`src/rtl/bank_rdata_arbiter_if.sv`:
```
// Bus bundle between the bank read ports, the downstream read-return path and
// the read-data return arbiter.
//   master : arbiter side (drives select, valid, grant, acks, starvation flags)
//   slave  : bank / downstream side (drives requests, refresh mask, ready)
// Signals
//   req          bank i holds read data on the mux input until src_ack[i]
//   refresh_busy bank i is refreshing; not eligible for a new grant
//   out_ready    downstream accepts the mux output this cycle
//   mux_sel      registered 8:1 mux select
//   out_valid    mux output valid
//   grant_oh     one-hot of mux_sel, zero while out_valid is low
//   src_ack      one-cycle accept pulse back to the granted bank
//   starve       per-bank starvation flag (zero unless wait counters are built)
interface bank_rdata_arbiter_if #(
    parameter int unsigned NUM_SRC = 8,
    parameter int unsigned SEL_W   = 3
);
    logic [NUM_SRC-1:0] req;
    logic [NUM_SRC-1:0] refresh_busy;
    logic               out_ready;
    logic [SEL_W-1:0]   mux_sel;
    logic               out_valid;
    logic [NUM_SRC-1:0] grant_oh;
    logic [NUM_SRC-1:0] src_ack;
    logic [NUM_SRC-1:0] starve;

    modport master (
        input  req,
        input  refresh_busy,
        input  out_ready,
        output mux_sel,
        output out_valid,
        output grant_oh,
        output src_ack,
        output starve
    );

    modport slave (
        output req,
        output refresh_busy,
        output out_ready,
        input  mux_sel,
        input  out_valid,
        input  grant_oh,
        input  src_ack,
        input  starve
    );
endinterface

```
`src/rtl/bank_rdata_arbiter.sv`:
```
// Round-robin scheduler for the shared 8:1 x 64-bit read-data return mux.
// Picks one eligible bank (requesting and not in refresh), drives the
// registered mux select and runs a valid/ready handshake downstream. On every
// accept the granted bank gets a one-cycle src_ack and arbitration restarts
// from the bank after the one just served, excluding that bank for the
// back-to-back pick so its stale request is never granted twice.
// Ports
//   clk    rising-edge clock
//   rst_n  asynchronous active-low reset
//   bus    bank_rdata_arbiter_if.master (req, refresh_busy, out_ready in;
//          mux_sel, out_valid, grant_oh, src_ack, starve out)
// Build option
//   ARB_WAIT_CNT_EN : per-bank wait counters; a starving eligible bank wins
//                     ahead of round-robin (lowest index on ties). Without it
//                     the arbiter is pure round-robin and starve is held at 0.
module bank_rdata_arbiter #(
    parameter int unsigned NUM_SRC  = 8,
    parameter int unsigned SEL_W    = 3,
    parameter int unsigned MAX_WAIT = 15,
    parameter int unsigned WAIT_W   = 4
) (
    input  logic                 clk,
    input  logic                 rst_n,
    bank_rdata_arbiter_if.master bus
);

    // Elaboration-time parameter sanity checks
    if (SEL_W != $clog2(NUM_SRC)) begin : g_bad_sel_w
        $error("SEL_W must equal clog2(NUM_SRC)");
    end
    if (MAX_WAIT > ((1 << WAIT_W) - 1)) begin : g_bad_wait_w
        $error("WAIT_W too narrow for MAX_WAIT");
    end

    typedef enum logic {
        ST_IDLE  = 1'b0,
        ST_GRANT = 1'b1
    } state_e;

    localparam logic [SEL_W-1:0] LAST_SRC = SEL_W'(NUM_SRC - 1);

    state_e             state_q,    state_d;
    logic [SEL_W-1:0]   rr_ptr_q,   rr_ptr_d;
    logic [SEL_W-1:0]   mux_sel_q,  mux_sel_d;
    logic               out_valid_q, out_valid_d;
    logic [NUM_SRC-1:0] grant_oh_q, grant_oh_d;
    logic [NUM_SRC-1:0] src_ack_q,  src_ack_d;

    logic [NUM_SRC-1:0] elig_c;
    logic [NUM_SRC-1:0] starve_pri_c;
    logic [SEL_W-1:0]   ptr_next_c;
    logic               idle_found_c, acc_found_c;
    logic [SEL_W-1:0]   idle_idx_c,   acc_idx_c;

    // Winner select: starving eligible banks first (lowest index), otherwise
    // the first eligible bank scanning ptr, ptr+1, ... modulo NUM_SRC.
    function automatic logic [SEL_W:0] pick(input logic [NUM_SRC-1:0] vec,
                                            input logic [NUM_SRC-1:0] pri,
                                            input logic [SEL_W-1:0]   ptr);
        logic               found;
        logic [SEL_W-1:0]   idx;
        logic [SEL_W-1:0]   pos;
        logic [NUM_SRC-1:0] pri_vec;
        found   = 1'b0;
        idx     = '0;
        pri_vec = vec & pri;
        if (pri_vec != '0) begin
            for (int unsigned i = 0; i < NUM_SRC; i++) begin
                if (!found && pri_vec[SEL_W'(i)]) begin
                    found = 1'b1;
                    idx   = SEL_W'(i);
                end
            end
        end else begin
            for (int unsigned k = 0; k < NUM_SRC; k++) begin
                pos = SEL_W'((32'(ptr) + k) % NUM_SRC);
                if (!found && vec[pos]) begin
                    found = 1'b1;
                    idx   = pos;
                end
            end
        end
        return {found, idx};
    endfunction

`ifdef ARB_WAIT_CNT_EN
    logic [NUM_SRC-1:0][WAIT_W-1:0] wait_cnt_q, wait_cnt_d;
    logic [NUM_SRC-1:0]             starve_q,   starve_d;

    // Per-bank wait counters: count unserved request cycles, saturate,
    // clear on ack or when the request goes away.
    always_comb begin
        wait_cnt_d = wait_cnt_q;
        starve_d   = '0;
        for (int unsigned i = 0; i < NUM_SRC; i++) begin
            if (!bus.req[i] || src_ack_q[i]) begin
                wait_cnt_d[i] = '0;
            end else if (wait_cnt_q[i] != '1) begin
                wait_cnt_d[i] = wait_cnt_q[i] + WAIT_W'(1);
            end
            starve_d[i] = (32'(wait_cnt_q[i]) >= MAX_WAIT);
        end
    end

    assign starve_pri_c = starve_q;
    assign bus.starve   = starve_q;
`else
    assign starve_pri_c = '0;
    assign bus.starve   = '0;
`endif

    assign elig_c     = bus.req & ~bus.refresh_busy;
    assign ptr_next_c = (mux_sel_q == LAST_SRC) ? '0 : mux_sel_q + SEL_W'(1);

    // Fresh pick from IDLE, and the back-to-back pick made on an accept edge
    // using the advanced pointer with the just-served bank masked off.
    assign {idle_found_c, idle_idx_c} = pick(elig_c, starve_pri_c, rr_ptr_q);
    assign {acc_found_c,  acc_idx_c}  = pick(elig_c & ~grant_oh_q, starve_pri_c, ptr_next_c);

    // Next-state and registered-output logic
    always_comb begin
        state_d     = state_q;
        rr_ptr_d    = rr_ptr_q;
        mux_sel_d   = mux_sel_q;
        out_valid_d = out_valid_q;
        grant_oh_d  = grant_oh_q;
        src_ack_d   = '0;

        case (state_q)
            ST_IDLE: begin
                if (idle_found_c) begin
                    state_d     = ST_GRANT;
                    mux_sel_d   = idle_idx_c;
                    out_valid_d = 1'b1;
                    grant_oh_d  = NUM_SRC'(1) << idle_idx_c;
                end
            end
            ST_GRANT: begin
                // Grant is held (even if the bank enters refresh) until accepted.
                if (out_valid_q && bus.out_ready) begin
                    src_ack_d = grant_oh_q;
                    rr_ptr_d  = ptr_next_c;
                    if (acc_found_c) begin
                        mux_sel_d  = acc_idx_c;
                        grant_oh_d = NUM_SRC'(1) << acc_idx_c;
                    end else begin
                        state_d     = ST_IDLE;
                        out_valid_d = 1'b0;
                        grant_oh_d  = '0;
                    end
                end
            end
            default: begin
                state_d     = ST_IDLE;
                out_valid_d = 1'b0;
                grant_oh_d  = '0;
            end
        endcase
    end

    // State and output registers
    always_ff @(posedge clk or negedge rst_n) begin
        if (!rst_n) begin
            state_q     <= ST_IDLE;
            rr_ptr_q    <= '0;
            mux_sel_q   <= '0;
            out_valid_q <= 1'b0;
            grant_oh_q  <= '0;
            src_ack_q   <= '0;
`ifdef ARB_WAIT_CNT_EN
            wait_cnt_q  <= '0;
            starve_q    <= '0;
`endif
        end else begin
            state_q     <= state_d;
            rr_ptr_q    <= rr_ptr_d;
            mux_sel_q   <= mux_sel_d;
            out_valid_q <= out_valid_d;
            grant_oh_q  <= grant_oh_d;
            src_ack_q   <= src_ack_d;
`ifdef ARB_WAIT_CNT_EN
            wait_cnt_q  <= wait_cnt_d;
            starve_q    <= starve_d;
`endif
        end
    end

    assign bus.mux_sel   = mux_sel_q;
    assign bus.out_valid = out_valid_q;
    assign bus.grant_oh  = grant_oh_q;
    assign bus.src_ack   = src_ack_q;

endmodule

```
`src/flat_wrapper.sv`:
```
// flat-port wrapper written by rule: the top's interface ports become plain ports
module bank_rdata_arbiter_flat 
#(
    parameter int unsigned NUM_SRC  = 8,
    parameter int unsigned SEL_W    = 3,
    parameter int unsigned MAX_WAIT = 15,
    parameter int unsigned WAIT_W   = 4
)
  (clk, rst_n, bus_req, bus_refresh_busy, bus_out_ready, bus_mux_sel, bus_out_valid, bus_grant_oh, bus_src_ack, bus_starve);
  bank_rdata_arbiter_if #(.NUM_SRC(NUM_SRC), .SEL_W(SEL_W)) bus_i ();
  input  logic clk;
  input  logic rst_n;
  input wire logic [$bits(bus_i.req)-1:0] bus_req;
  input wire logic [$bits(bus_i.refresh_busy)-1:0] bus_refresh_busy;
  input wire logic [$bits(bus_i.out_ready)-1:0] bus_out_ready;
  output wire logic [$bits(bus_i.mux_sel)-1:0] bus_mux_sel;
  output wire logic [$bits(bus_i.out_valid)-1:0] bus_out_valid;
  output wire logic [$bits(bus_i.grant_oh)-1:0] bus_grant_oh;
  output wire logic [$bits(bus_i.src_ack)-1:0] bus_src_ack;
  output wire logic [$bits(bus_i.starve)-1:0] bus_starve;
  assign bus_i.req = bus_req;
  assign bus_i.refresh_busy = bus_refresh_busy;
  assign bus_i.out_ready = bus_out_ready;
  assign bus_mux_sel = bus_i.mux_sel;
  assign bus_out_valid = bus_i.out_valid;
  assign bus_grant_oh = bus_i.grant_oh;
  assign bus_src_ack = bus_i.src_ack;
  assign bus_starve = bus_i.starve;
  bank_rdata_arbiter #(.NUM_SRC(NUM_SRC), .SEL_W(SEL_W), .MAX_WAIT(MAX_WAIT), .WAIT_W(WAIT_W)) u_core (.clk(clk), .rst_n(rst_n), .bus(bus_i));
endmodule
```
`config.mk`:
```
export PLATFORM = sky130hd
export DESIGN_NAME = bank_rdata_arbiter_flat
export DESIGN_NICKNAME = d
export VERILOG_FILES = /design/src/rtl/bank_rdata_arbiter_if.sv /design/src/rtl/bank_rdata_arbiter.sv /design/src/flat_wrapper.sv
export SDC_FILE = /design/constraint.sdc
export NUM_CORES = 1
export LEC_CHECK = 0
export CORE_ASPECT_RATIO = 1.2
export CORE_UTILIZATION = 55
export DETAILED_ROUTE_END_ITERATION = 16
export GPL_TIMING_DRIVEN = 0
export PLACE_DENSITY = 0.89
export SYNTH_ARGS = -nofsm -noshare
export SYNTH_HDL_FRONTEND = slang
export SYNTH_SLANG_ARGS = --single-unit
```
`constraint.sdc`:
```
create_clock -name clk -period 6.4 [get_ports clk]
set_input_delay 1.6 -clock clk [delete_from_list [all_inputs] [get_ports clk]]
set_output_delay 1.6 -clock clk [all_outputs]
set_load 0.02 [all_outputs]
```
==> out/qor.txt <==
STATUS
--------------------------------------------------------------------------------
Status ............................................................    completed

FLOORPLAN
--------------------------------------------------------------------------------
Height of the die .................................................      86.2 µm
Number of standard-cell rows in the floorplan .....................           30
Io pins ...........................................................           47
Die W .............................................................      72.1 µm
Die area ..........................................................     6220 µm²
Initial Utilization ...............................................        0.573
Core area .........................................................     5670 µm²

CELLS AND AREA
--------------------------------------------------------------------------------
Area grow syn2layout ..............................................        17.3%
Diode insertion count for antenna repair ..........................            0
Proportion of layout cells with a drive suffix above 1 ............        0.161
Number of nets in the layout ......................................          447
Post-layout util ..................................................        0.672

TIMING
--------------------------------------------------------------------------------
Minimum clock period ..............................................      4.76 ns
Maximum clock frequency ...........................................      210 MHz
Count of endpoints failing hold in the final timing report ........            0
Max-slew violation total from the final report ....................            0
RSZ-0062 raised after global routing ..............................           no
Setup total negative slack ........................................         0 ns
Final worst-path cycle share ......................................        0.744
Worst setup skew after layout .....................................   0.00232 ns
Least-Margin Pin Slew .............................................      1.06 ns
Worst slew slack as a fraction of its limit .......................        0.293
Count of final setup violators ....................................            0

WORST HOLD PATH
--------------------------------------------------------------------------------
Hold path startpoint .............................................. u_core.bus.out_valid$_DFFE_PN0P_
Hold endpoint ..................................................... u_core.bus.out_valid$_DFFE_PN0P_
Hold path cells ...................................................            2
Kind of path behind the tightest hold check ....................... register to register

SYNTH
--------------------------------------------------------------------------------
Number of synthesized flops with an enable pin ....................            0
Number of synthesized register bits ...............................           24
Top post-synthesis cells by count ................................. nor2_1 (30), nand2_1 (26), dfrtp_1 (24)
Synth unique cells ................................................           76
Synthesis warning total ...........................................            0
Share of synthesized flip-flops with an asynchronous set or reset .         1.00
Sequential-to-total area share from yosys stat ....................        0.185
Library cell with the largest summed area after synthesis .........      dfrtp_1
Synth Cell Area ...................................................     3250 µm²
Number of instances in the synthesized netlist ....................          373
Area share of the largest cell type after synthesis ...............        0.185
Synth top area cells .............................................. dfrtp_1 (18%), mux4_2 (12%), mux2i_1 (6.5%)
Cell with the most instances after synthesis ......................       nor2_1
Predominant post-synthesis flop cell ..............................      dfrtp_1
Average size of a mapped cell .....................................     8.70 µm²

CLOCKING
--------------------------------------------------------------------------------
Sinks on the clock net ............................................           24
Hold buffers post-CTS .............................................            0
CTS tree ..........................................................        built
Number of buffers added by the clock tree synthesis step ..........            3
Number of cells upsized or downsized after cts ....................            0
Setup fix buffers added after clock tree synthesis ................            0
Maximum buffer depth of the clock tree ............................            2
Count of H-tree levels built during CTS ...........................            1
Clock latency on the worst-skew pair ..............................      0.26 ns
Clk slew on worst S/H paths .......................................      0.08 ns
Clock root buffer .................................................     clkbuf_8

DRT
--------------------------------------------------------------------------------
DRC violation count after routing .................................            0
Antenna-violating nets left .......................................            0
Initial DRC Count .................................................          236
Average routed wire per standard cell .............................      19.4 µm
First-pass detailed-route iteration total .........................            5
Total wire length .................................................      9740 µm
Routed via count divided by cell count ............................         6.66
Via count .........................................................        3,345

SETUP PATH
--------------------------------------------------------------------------------
Slowest stage cell, crit path ..................................... clkdlybuf4s50_1
Nature of the critical path endpoint ..............................     register
Data arrival time of the worst path ...............................      4.93 ns
Startpoint of the worst-slack reg-to-reg timing path .............. u_core.bus.mux_sel[0]$_DFFE_PN0P_
Largest fanout of any net on the critical path ....................            6
Cell-by-cell listing of the critical path ......................... clkdlybuf4s50_1, or3b_2, o32ai_1, nor3_1, or2_2, nor4_1, a211oi_1, o22ai_1, inv_1, o31ai_1
Count of buffer and inverter cells on the critical path ...........            2
Reg-to-Reg End .................................................... u_core.bus.mux_sel[0]$_DFFE_PN0P_
Data required time at the worst endpoint ..........................      6.57 ns
Delay of the slowest critical-path stage ..........................      0.54 ns
Worst r2r path cells ..............................................           13
Startpoint types ..................................................    input pin
Register-to-Register Setup Slack ..................................      1.66 ns
Critical setup path kind .......................................... input pin to register
Cell family with the largest share of critical-path delay ......... compound AO/OA/AOI/OAI gates

PLACE
--------------------------------------------------------------------------------
Number of buffers added on ports ..................................           38
Hpwl dp ...........................................................      7580 µm
Final weighted congestion in routability-driven placement .........        0.974

GRT
--------------------------------------------------------------------------------
Vias in the first global route ....................................        3,243
Wire length of the first global-routing pass ......................    15,600 µm
Pin count of the biggest net entering global routing ..............           25
Initial antenna violation count ...................................            0
Total overflow reported by the global router ......................            0
Total global-route track usage ....................................        0.319

RUN
--------------------------------------------------------------------------------
Total of max-cap violations .......................................            0

## final cells by class
class | count | area (µm²)
fillers | 470 | 1860
clock buffers | 4 | 55.1
flip-flops and latches | 24 | 601
inverters | 15 | 56.3
multi-input cells | 320 | 2490
plain buffers | 21 | 129
repair buffers | 38 | 380
well taps | 80 | 100
## stage by stage
stage | cells | instance area, µm² | setup slack [ns] | hold WS (ns)
floorplan | 380 | 3270 | 2.17 | 0.642
global placement | 498 | 3750 | 1.46 | 0.544
detailed placement | 498 | 3750 | 1.45 | 0.556
CTS | 502 | 3810 | 1.69 | 0.581
global route | 502 | 3810 | 1.42 | 0.623
finish | 502 | 3810 | 1.64 | 0.580
## state kept, by name (all words and copies together) (netlist names)
| register | count |
|---|---|
| u_core.bus.out_valid | 1 |
| u_core.state_q | 1 |
| u_core.bus.grant_oh | 8 |
| u_core.bus.src_ack | 8 |
| u_core.rr_ptr_q | 3 |
| u_core.bus.mux_sel | 3 |
## worst min-delay path, cell delays in order, from the launching register on
cell and delay, ns:
dfrtp_1 0.38, o21ai_0 0.10, nand2_1 0.07
## layer usage
layer  wire [µm]  share of wire  GRT usage  up-vias
met4         336          0.035      0.135        0
li1            -              -          -     1534
met5           0              0          0        -
met2        5090           0.52      0.585      191
met3         633          0.065     0.0259       28
met1        3680           0.38      0.376     1592
## logic make-up (layout without fill, tap and decap cells)
| group | Yosys count | in the layout | share of synthesized area |
|---|---|---|---|
| mux | 45 | 45 | 0.218 |
| buf+inv | 36 | 78 | 0.0570 |
| flops | 24 | 24 | 0.185 |
| xor+xnor | 8 | 8 | 0.0239 |
| compound gates | 106 | 106 | 0.239 |
| other cells | 1 | 8 | 0.00115 |
| simple gates | 148 | 148 | 0.256 |
| fa+ha+maj | 5 | 5 | 0.0193 |
## worst max-delay path by stage
stage	from	end	slack, ns	depth (start not counted)
2_1_floorplan	bus_req[7]	u_core.bus.mux_sel[0]$_DFFE_PN0P_	2.17	8
5_1_grt	bus_req[0]	u_core.bus.grant_oh[2]$_DFFE_PN0P_	1.42	10
4_1_cts	bus_req[0]	u_core.bus.grant_oh[2]$_DFFE_PN0P_	1.69	10
3_3_place_gp	bus_req[4]	u_core.bus.mux_sel[0]$_DFFE_PN0P_	1.46	9
3_5_place_dp	bus_req[0]	u_core.bus.grant_oh[5]$_DFFE_PN0P_	1.45	10
6_report	bus_req[0]	u_core.bus.grant_oh[2]$_DFFE_PN0P_	1.64	10
## layout by cell type, fill, tap and decap left out, types with 7 or more instances in the layout
cell type,count
nor2b_1,9
nor3_1,11
a211oi_1,7
conb_1,8
nor3b_1,9
clkdlybuf4s50_1,38
nand2_1,26
nand2b_1,13
and2_1,9
or3b_2,8
dfrtp_1,24
o31ai_1,7
o21ai_0,14
inv_1,10
o22ai_1,11
buf_4,10
nor2_1,30
mux4_2,18
a21oi_1,17
mux2i_1,21
Power is not shown: default switching activity piles up to over one toggle a cycle in this logic, so the estimate is an artifact.
